### src/rtl/game_pkg.sv
// Shared types and constants for the SUM game round sequencer.
// State encoding is fixed so it can be probed and compared against the game docs.
package game_pkg;

  typedef enum logic [2:0] {
    ST_IDLE   = 3'd0,
    ST_ARM    = 3'd1,
    ST_SETTLE = 3'd2,
    ST_RUN    = 3'd3,
    ST_WIN    = 3'd4,
    ST_LOSE   = 3'd5,
    ST_DONE   = 3'd6
  } state_t;

  localparam logic [3:0] BCD_ZERO       = 4'd0;
  localparam int         MAX_ROUNDS_DEF = 5;

  typedef struct packed {
    logic tmr_rst;
    logic round_active;
    logic round_win;
    logic round_lose;
    logic game_over;
  } ctrl_flags_t;

  // Moore output decode; registered against the next state so outputs line up with it.
  function automatic ctrl_flags_t decode_flags(input state_t s);
    ctrl_flags_t f;
    f              = '0;
    f.tmr_rst      = (s == ST_IDLE) || (s == ST_ARM) || (s == ST_DONE);
    f.round_active = (s == ST_RUN);
    f.round_win    = (s == ST_WIN);
    f.round_lose   = (s == ST_LOSE);
    f.game_over    = (s == ST_DONE);
    return f;
  endfunction

endpackage

### src/rtl/round_timer_ctrl_if.sv
// Handshake/bus signals between the game logic, the BCD timer and the round sequencer.
// master = game/timer side, slave = round_timer_ctrl.
interface round_timer_ctrl_if #(
  parameter int ROUND_W = 4,
  parameter int SCORE_W = 4
);
  logic               start;
  logic               pulse;
  logic               guess_valid;
  logic               guess_correct;
  logic [3:0]         tmr_tens;
  logic [3:0]         tmr_ones;
  logic               tmr_rst;
  logic               tmr_pulse;
  logic               round_active;
  logic               round_win;
  logic               round_lose;
  logic               game_over;
  logic [ROUND_W-1:0] round_num;
  logic [SCORE_W-1:0] score;

  modport master (
    output start, pulse, guess_valid, guess_correct, tmr_tens, tmr_ones,
    input  tmr_rst, tmr_pulse, round_active, round_win, round_lose, game_over,
           round_num, score
  );

  modport slave (
    input  start, pulse, guess_valid, guess_correct, tmr_tens, tmr_ones,
    output tmr_rst, tmr_pulse, round_active, round_win, round_lose, game_over,
           round_num, score
  );
endinterface

### src/rtl/round_timer_ctrl.sv
// Round sequencer: reloads/gates the BCD countdown timer, ends rounds on a correct
// guess or expiry, counts rounds and score, and flags game over after MAX_ROUNDS.
module round_timer_ctrl
  import game_pkg::*;
#(
  parameter int MAX_ROUNDS = MAX_ROUNDS_DEF,
  parameter int ROUND_W    = 4,
  parameter int SCORE_W    = 4
) (
  input  logic             clk,
  input  logic             rst,
  round_timer_ctrl_if.slave bus
);

  state_t             state;
  state_t             state_nxt;
  ctrl_flags_t        flags_q;
  logic [ROUND_W-1:0] round_q;
  logic [SCORE_W-1:0] score_q;

  logic correct;
  logic expired;
  logic last_round;

  assign correct    = bus.guess_valid & bus.guess_correct;
  // Out-of-range digits are nonzero, so they never count as expiry.
  assign expired    = (bus.tmr_tens == BCD_ZERO) && (bus.tmr_ones == BCD_ZERO);
  assign last_round = (round_q == ROUND_W'(MAX_ROUNDS));

  always_comb begin
    state_nxt = state;
    case (state)
      ST_IDLE:   if (bus.start) state_nxt = ST_ARM;
      ST_ARM:    state_nxt = ST_SETTLE;
      ST_SETTLE: state_nxt = ST_RUN;
      ST_RUN: begin
        // A correct guess wins a tie with expiry.
        if (correct)      state_nxt = ST_WIN;
        else if (expired) state_nxt = ST_LOSE;
      end
      ST_WIN, ST_LOSE: state_nxt = last_round ? ST_DONE : ST_ARM;
      ST_DONE:   if (bus.start) state_nxt = ST_ARM;
      default:   state_nxt = ST_IDLE;
    endcase
  end

  always_ff @(posedge clk or posedge rst) begin
    if (rst) begin
      state   <= ST_IDLE;
      flags_q <= decode_flags(ST_IDLE);
      round_q <= '0;
      score_q <= '0;
    end else begin
      state   <= state_nxt;
      flags_q <= decode_flags(state_nxt);
      case (state)
        ST_IDLE, ST_DONE: begin
          if (bus.start) begin
            round_q <= ROUND_W'(1);
            score_q <= '0;
          end
        end
        ST_RUN: begin
          if (correct && (score_q != {SCORE_W{1'b1}}))
            score_q <= score_q + SCORE_W'(1);
        end
        ST_WIN, ST_LOSE: begin
          if (!last_round)
            round_q <= round_q + ROUND_W'(1);
        end
        default: ;
      endcase
    end
  end

  assign bus.tmr_rst      = flags_q.tmr_rst;
  assign bus.round_active = flags_q.round_active;
  assign bus.round_win    = flags_q.round_win;
  assign bus.round_lose   = flags_q.round_lose;
  assign bus.game_over    = flags_q.game_over;
  assign bus.round_num    = round_q;
  assign bus.score        = score_q;
  assign bus.tmr_pulse    = bus.pulse & (state == ST_RUN);

endmodule

### src/flat_wrapper.sv
// flat-port wrapper written by rule: the top's interface ports become plain ports
module round_timer_ctrl_flat import game_pkg::*;
#(
  parameter int MAX_ROUNDS = MAX_ROUNDS_DEF,
  parameter int ROUND_W    = 4,
  parameter int SCORE_W    = 4
)
  (clk, rst, bus_start, bus_pulse, bus_guess_valid, bus_guess_correct, bus_tmr_tens, bus_tmr_ones, bus_tmr_rst, bus_tmr_pulse, bus_round_active, bus_round_win, bus_round_lose, bus_game_over, bus_round_num, bus_score);
  round_timer_ctrl_if #(.ROUND_W(ROUND_W), .SCORE_W(SCORE_W)) bus_i ();
  input  logic clk;
  input  logic rst;
  input wire logic [$bits(bus_i.start)-1:0] bus_start;
  input wire logic [$bits(bus_i.pulse)-1:0] bus_pulse;
  input wire logic [$bits(bus_i.guess_valid)-1:0] bus_guess_valid;
  input wire logic [$bits(bus_i.guess_correct)-1:0] bus_guess_correct;
  input wire logic [$bits(bus_i.tmr_tens)-1:0] bus_tmr_tens;
  input wire logic [$bits(bus_i.tmr_ones)-1:0] bus_tmr_ones;
  output wire logic [$bits(bus_i.tmr_rst)-1:0] bus_tmr_rst;
  output wire logic [$bits(bus_i.tmr_pulse)-1:0] bus_tmr_pulse;
  output wire logic [$bits(bus_i.round_active)-1:0] bus_round_active;
  output wire logic [$bits(bus_i.round_win)-1:0] bus_round_win;
  output wire logic [$bits(bus_i.round_lose)-1:0] bus_round_lose;
  output wire logic [$bits(bus_i.game_over)-1:0] bus_game_over;
  output wire logic [$bits(bus_i.round_num)-1:0] bus_round_num;
  output wire logic [$bits(bus_i.score)-1:0] bus_score;
  assign bus_i.start = bus_start;
  assign bus_i.pulse = bus_pulse;
  assign bus_i.guess_valid = bus_guess_valid;
  assign bus_i.guess_correct = bus_guess_correct;
  assign bus_i.tmr_tens = bus_tmr_tens;
  assign bus_i.tmr_ones = bus_tmr_ones;
  assign bus_tmr_rst = bus_i.tmr_rst;
  assign bus_tmr_pulse = bus_i.tmr_pulse;
  assign bus_round_active = bus_i.round_active;
  assign bus_round_win = bus_i.round_win;
  assign bus_round_lose = bus_i.round_lose;
  assign bus_game_over = bus_i.game_over;
  assign bus_round_num = bus_i.round_num;
  assign bus_score = bus_i.score;
  round_timer_ctrl #(.MAX_ROUNDS(MAX_ROUNDS), .ROUND_W(ROUND_W), .SCORE_W(SCORE_W)) u_core (.clk(clk), .rst(rst), .bus(bus_i));
endmodule
### config.mk
export PLATFORM = sky130hd
export DESIGN_NAME = round_timer_ctrl_flat
export DESIGN_NICKNAME = d
export VERILOG_FILES = /design/src/rtl/game_pkg.sv /design/src/rtl/round_timer_ctrl_if.sv /design/src/rtl/round_timer_ctrl.sv /design/src/flat_wrapper.sv
export SDC_FILE = /design/constraint.sdc
export NUM_CORES = 1
export LEC_CHECK = 0
export ABC_CLOCK_PERIOD_IN_PS = 2050
export BUFFER_PORTS_ARGS = -buffer_cell sky130_fd_sc_hd__buf_2
export CAP_MARGIN = 20
export CELL_PAD_IN_SITES_DETAIL_PLACEMENT = 1
export CELL_PAD_IN_SITES_GLOBAL_PLACEMENT = 1
export CORE_MARGIN = 8
export CORE_UTILIZATION = 40
export CTS_CLUSTER_SIZE = 10
export DETAILED_ROUTE_END_ITERATION = 6
export PLACE_DENSITY = 0.8
export REMOVE_ABC_BUFFERS = 1
export SETUP_SLACK_MARGIN = 0.15
export SYNTH_ARGS = -nofsm -noshare
export SYNTH_HDL_FRONTEND = slang
export SYNTH_SLANG_ARGS = --single-unit
### constraint.sdc
create_clock -name clk -period 2.05 [get_ports clk]
set_input_delay 0.3075 -clock clk [delete_from_list [all_inputs] [get_ports clk]]
set_output_delay 0.3075 -clock clk [all_outputs]
set_load 0.1 [all_outputs]
==> results_dict.tcl <==
set metrics [dict create \
    dieWidth_um 63.5 \
    grt_usage_pct 12.4 \
    reg2reg_to "u_core.bus.score[3]" \
    synth_top_area_share_pct 41.7 \
    outcome "completed" \
    grt_pass1_vias 853 \
    yosys_warnings 0 \
    rsz0062_at_grt "false" \
    drt_wl_total_um 2390 \
    final_common_cell "buf_2" \
    yosys-top-cells-area "dfrtp_1 42%, nand3_1 5.6%, mux2i_1 4.4%" \
    cp.required_ps 1740 \
    relSlewSlack_pct 59.0 \
    ys_types 36 \
    antenna_found_initial 0 \
    cp.depth 3 \
    cp_slowest_stage_delay_ps 490 \
    startpoint_type "register" \
    maxSlewViolCount 0 \
    worst_pin_slew_ps 614 \
    wl_per_cell_um 16.8 \
    first_iter_violations 15 \
    grt_max_degree 17 \
    crit_slowest_cell "dfrtp_2" \
    routabilityCongestion 0.772 \
    yosysSeqAreaShare_pct 44.6 \
    viasPerCell 5.70 \
    grt_overflow 0 \
    max_freq_mhz 552 \
    row_count 17 \
    htree_levels 1 \
    maxCapViolCount 0 \
    mostFrequentLayoutCells "26 x buf_2, 13 x dfrtp_1, 10 x nand3_1" \
    end_kind "output port" \
    io_buffers 27 \
    area_growth_pct 18.5 \
    hold_viol 0 \
    drtPass1Iterations 4 \
    synth-seq-cells 16 \
    yosysTopAreaCell "dfrtp_1" \
    synth_cells 88 \
    path_cells "and3b_2, and2_1, buf_6" \
    setup_tns_ps 0 \
    r2r_setup_slack_ps 450 \
    cp_max_fo 12 \
    postRouteAntennaNets 0 \
    path_clk_slew_ps 100 \
    cts_root_buf "clkbuf_4" \
    routed-via-count 810 \
    finalClockSkew_ps 15.4 \
    drive_gt1_share_pct 34.2 \
    dp_hpwl_um 1790 \
    cts_buffer_depth 2 \
    finalSetupViolCount 0 \
    clock_sinks 16 \
    cts_tree "yes" \
    num-nets-final 132 \
    worstHoldPathType "primary input to asynchronous set/reset pin" \
    die_y_um 63.5 \
    worstPathArrival_ps 1500 \
    netlist_area_sq_um 901 \
    pin_count 28 \
    timing.critical_path.buf_inv 1 \
    antenna_cells 0 \
    drc 0 \
    worstReg2RegStart "u_core.bus.score[0]" \
    cts_buffers 3 \
    min_period_ps 1810 \
    grt_pass1_wl_um 4050 \
    period_share_pct 88.3 \
    reg2regPathDepth 4 \
    worstSetupPathType "register to output port" \
    fp.dieArea_sq_um 4030 \
    clkLatencyLatePin_ps 290 \
    path_delay_family "flip-flops" \
    avgSynthCellArea_sq_um 10.2 \
    core_sq_um 2170 \
    start_util_pct 41.5 \
]
registers in the layout (all words and copies together) (netlist names):
name	flops
u_core.bus.round_num	4
u_core.bus.score	4
u_core.state	3
u_core.bus.game_over	1
u_core.bus.round_active	1
u_core.bus.round_lose	1
u_core.bus.round_win	1
u_core.bus.tmr_rst	1
Yosys cell counts:
cell       count
or4b_4         1
nand3b_1       2
nor2_1         2
ha_1           3
o22ai_1        2
nor2b_1        2
dfrtp_1       15
and3b_2        1
o21bai_1       1
a31oi_1        3
o32ai_1        1
buf_2          1
nand4_1        2
nand2b_2       1
o21ai_0        1
mux2_1         1
o2bb2ai_1      1
nand4b_2       1
and3_1         2
nand3_2        1
maj3_1         1
o211ai_1       2
inv_1          5
a21oi_1        1
clkbuf_1       1
dfstp_2        1
buf_4          1
nor4_1         4
nand3_1       10
and2_1         4
nor3_1         1
o221a_2        1
xor2_1         1
nand2_1        5
buf_6          2
mux2i_1        4
how the worst max path moves through the flow:
stage | slack [ps] | start | end
6_report | 240 | u_core.state[2] | bus_tmr_pulse
5_1_grt | 170 | u_core.state[2] | bus_tmr_pulse
4_1_cts | 150 | u_core.state[2] | bus_tmr_pulse
3_5_place_dp | 340 | u_core.state[1] | bus_tmr_pulse
3_3_place_gp | 380 | u_core.state[1] | bus_tmr_pulse
2_1_floorplan | 50 | u_core.bus.round_num[0] | u_core.bus.round_num[0]
stage by stage:
step | hold WS, ps | utilization (%) | cells | cell area (sq um) | setup slack, ps
6_report | 68.4 | 49.2 | 142 | 1070 | 240
2_1_floorplan | 221 | - | 83 | 862 | 54.2
5_1_grt | 135 | 49.2 | 142 | 1070 | 166
4_1_cts | 92.7 | 49.0 | 142 | 1060 | 154
3_5_place_dp | 414 | 47.6 | 138 | 1030 | 343
3_3_place_gp | 420 | 47.6 | 138 | 1030 | 382
metal layers:
metal / part of all wire (%) / vias up / global-route usage (%)
li1: - / 374 / -
met1: 41 / 395 / 13.3
met2: 50 / 34 / 21.4
met3: 7.4 / 7 / 4.42
met4: 1.7 / 0 / 5.57
met5: 0 / - / 0
cell type report:
| type | count | area (sq um) |
|---|---|---|
| Fill cell | 271 | 1100 |
| Tap cell | 28 | 35.0 |
| Clock buffer | 4 | 26.3 |
| Sequential cell | 16 | 404 |
| Inverter | 5 | 18.8 |
| Multi-Input combinational cell | 62 | 442 |
| Timing Repair Buffer | 27 | 141 |
logic make-up after synthesis:
family,count (synthesis),share of synthesized area (%)
simple gates,39,26.8
flops,16,44.6
compound gates,13,10.3
buf+inv,10,6.39
mux,5,5.69
fa+ha+maj,4,5.28
xor+xnor,1,0.972
timing repair:
action	in CTS	in global routing
hold buffers	0	0
hold endpoints to repair	0	0
gates resized for setup	2	2
setup buffers	0	0
setup endpoints to repair	1	1
gates cloned	0	0
Power is left out: the tool's default activity adds up to more than one toggle a clock period on the data nets, which glitch-free logic cannot reach.
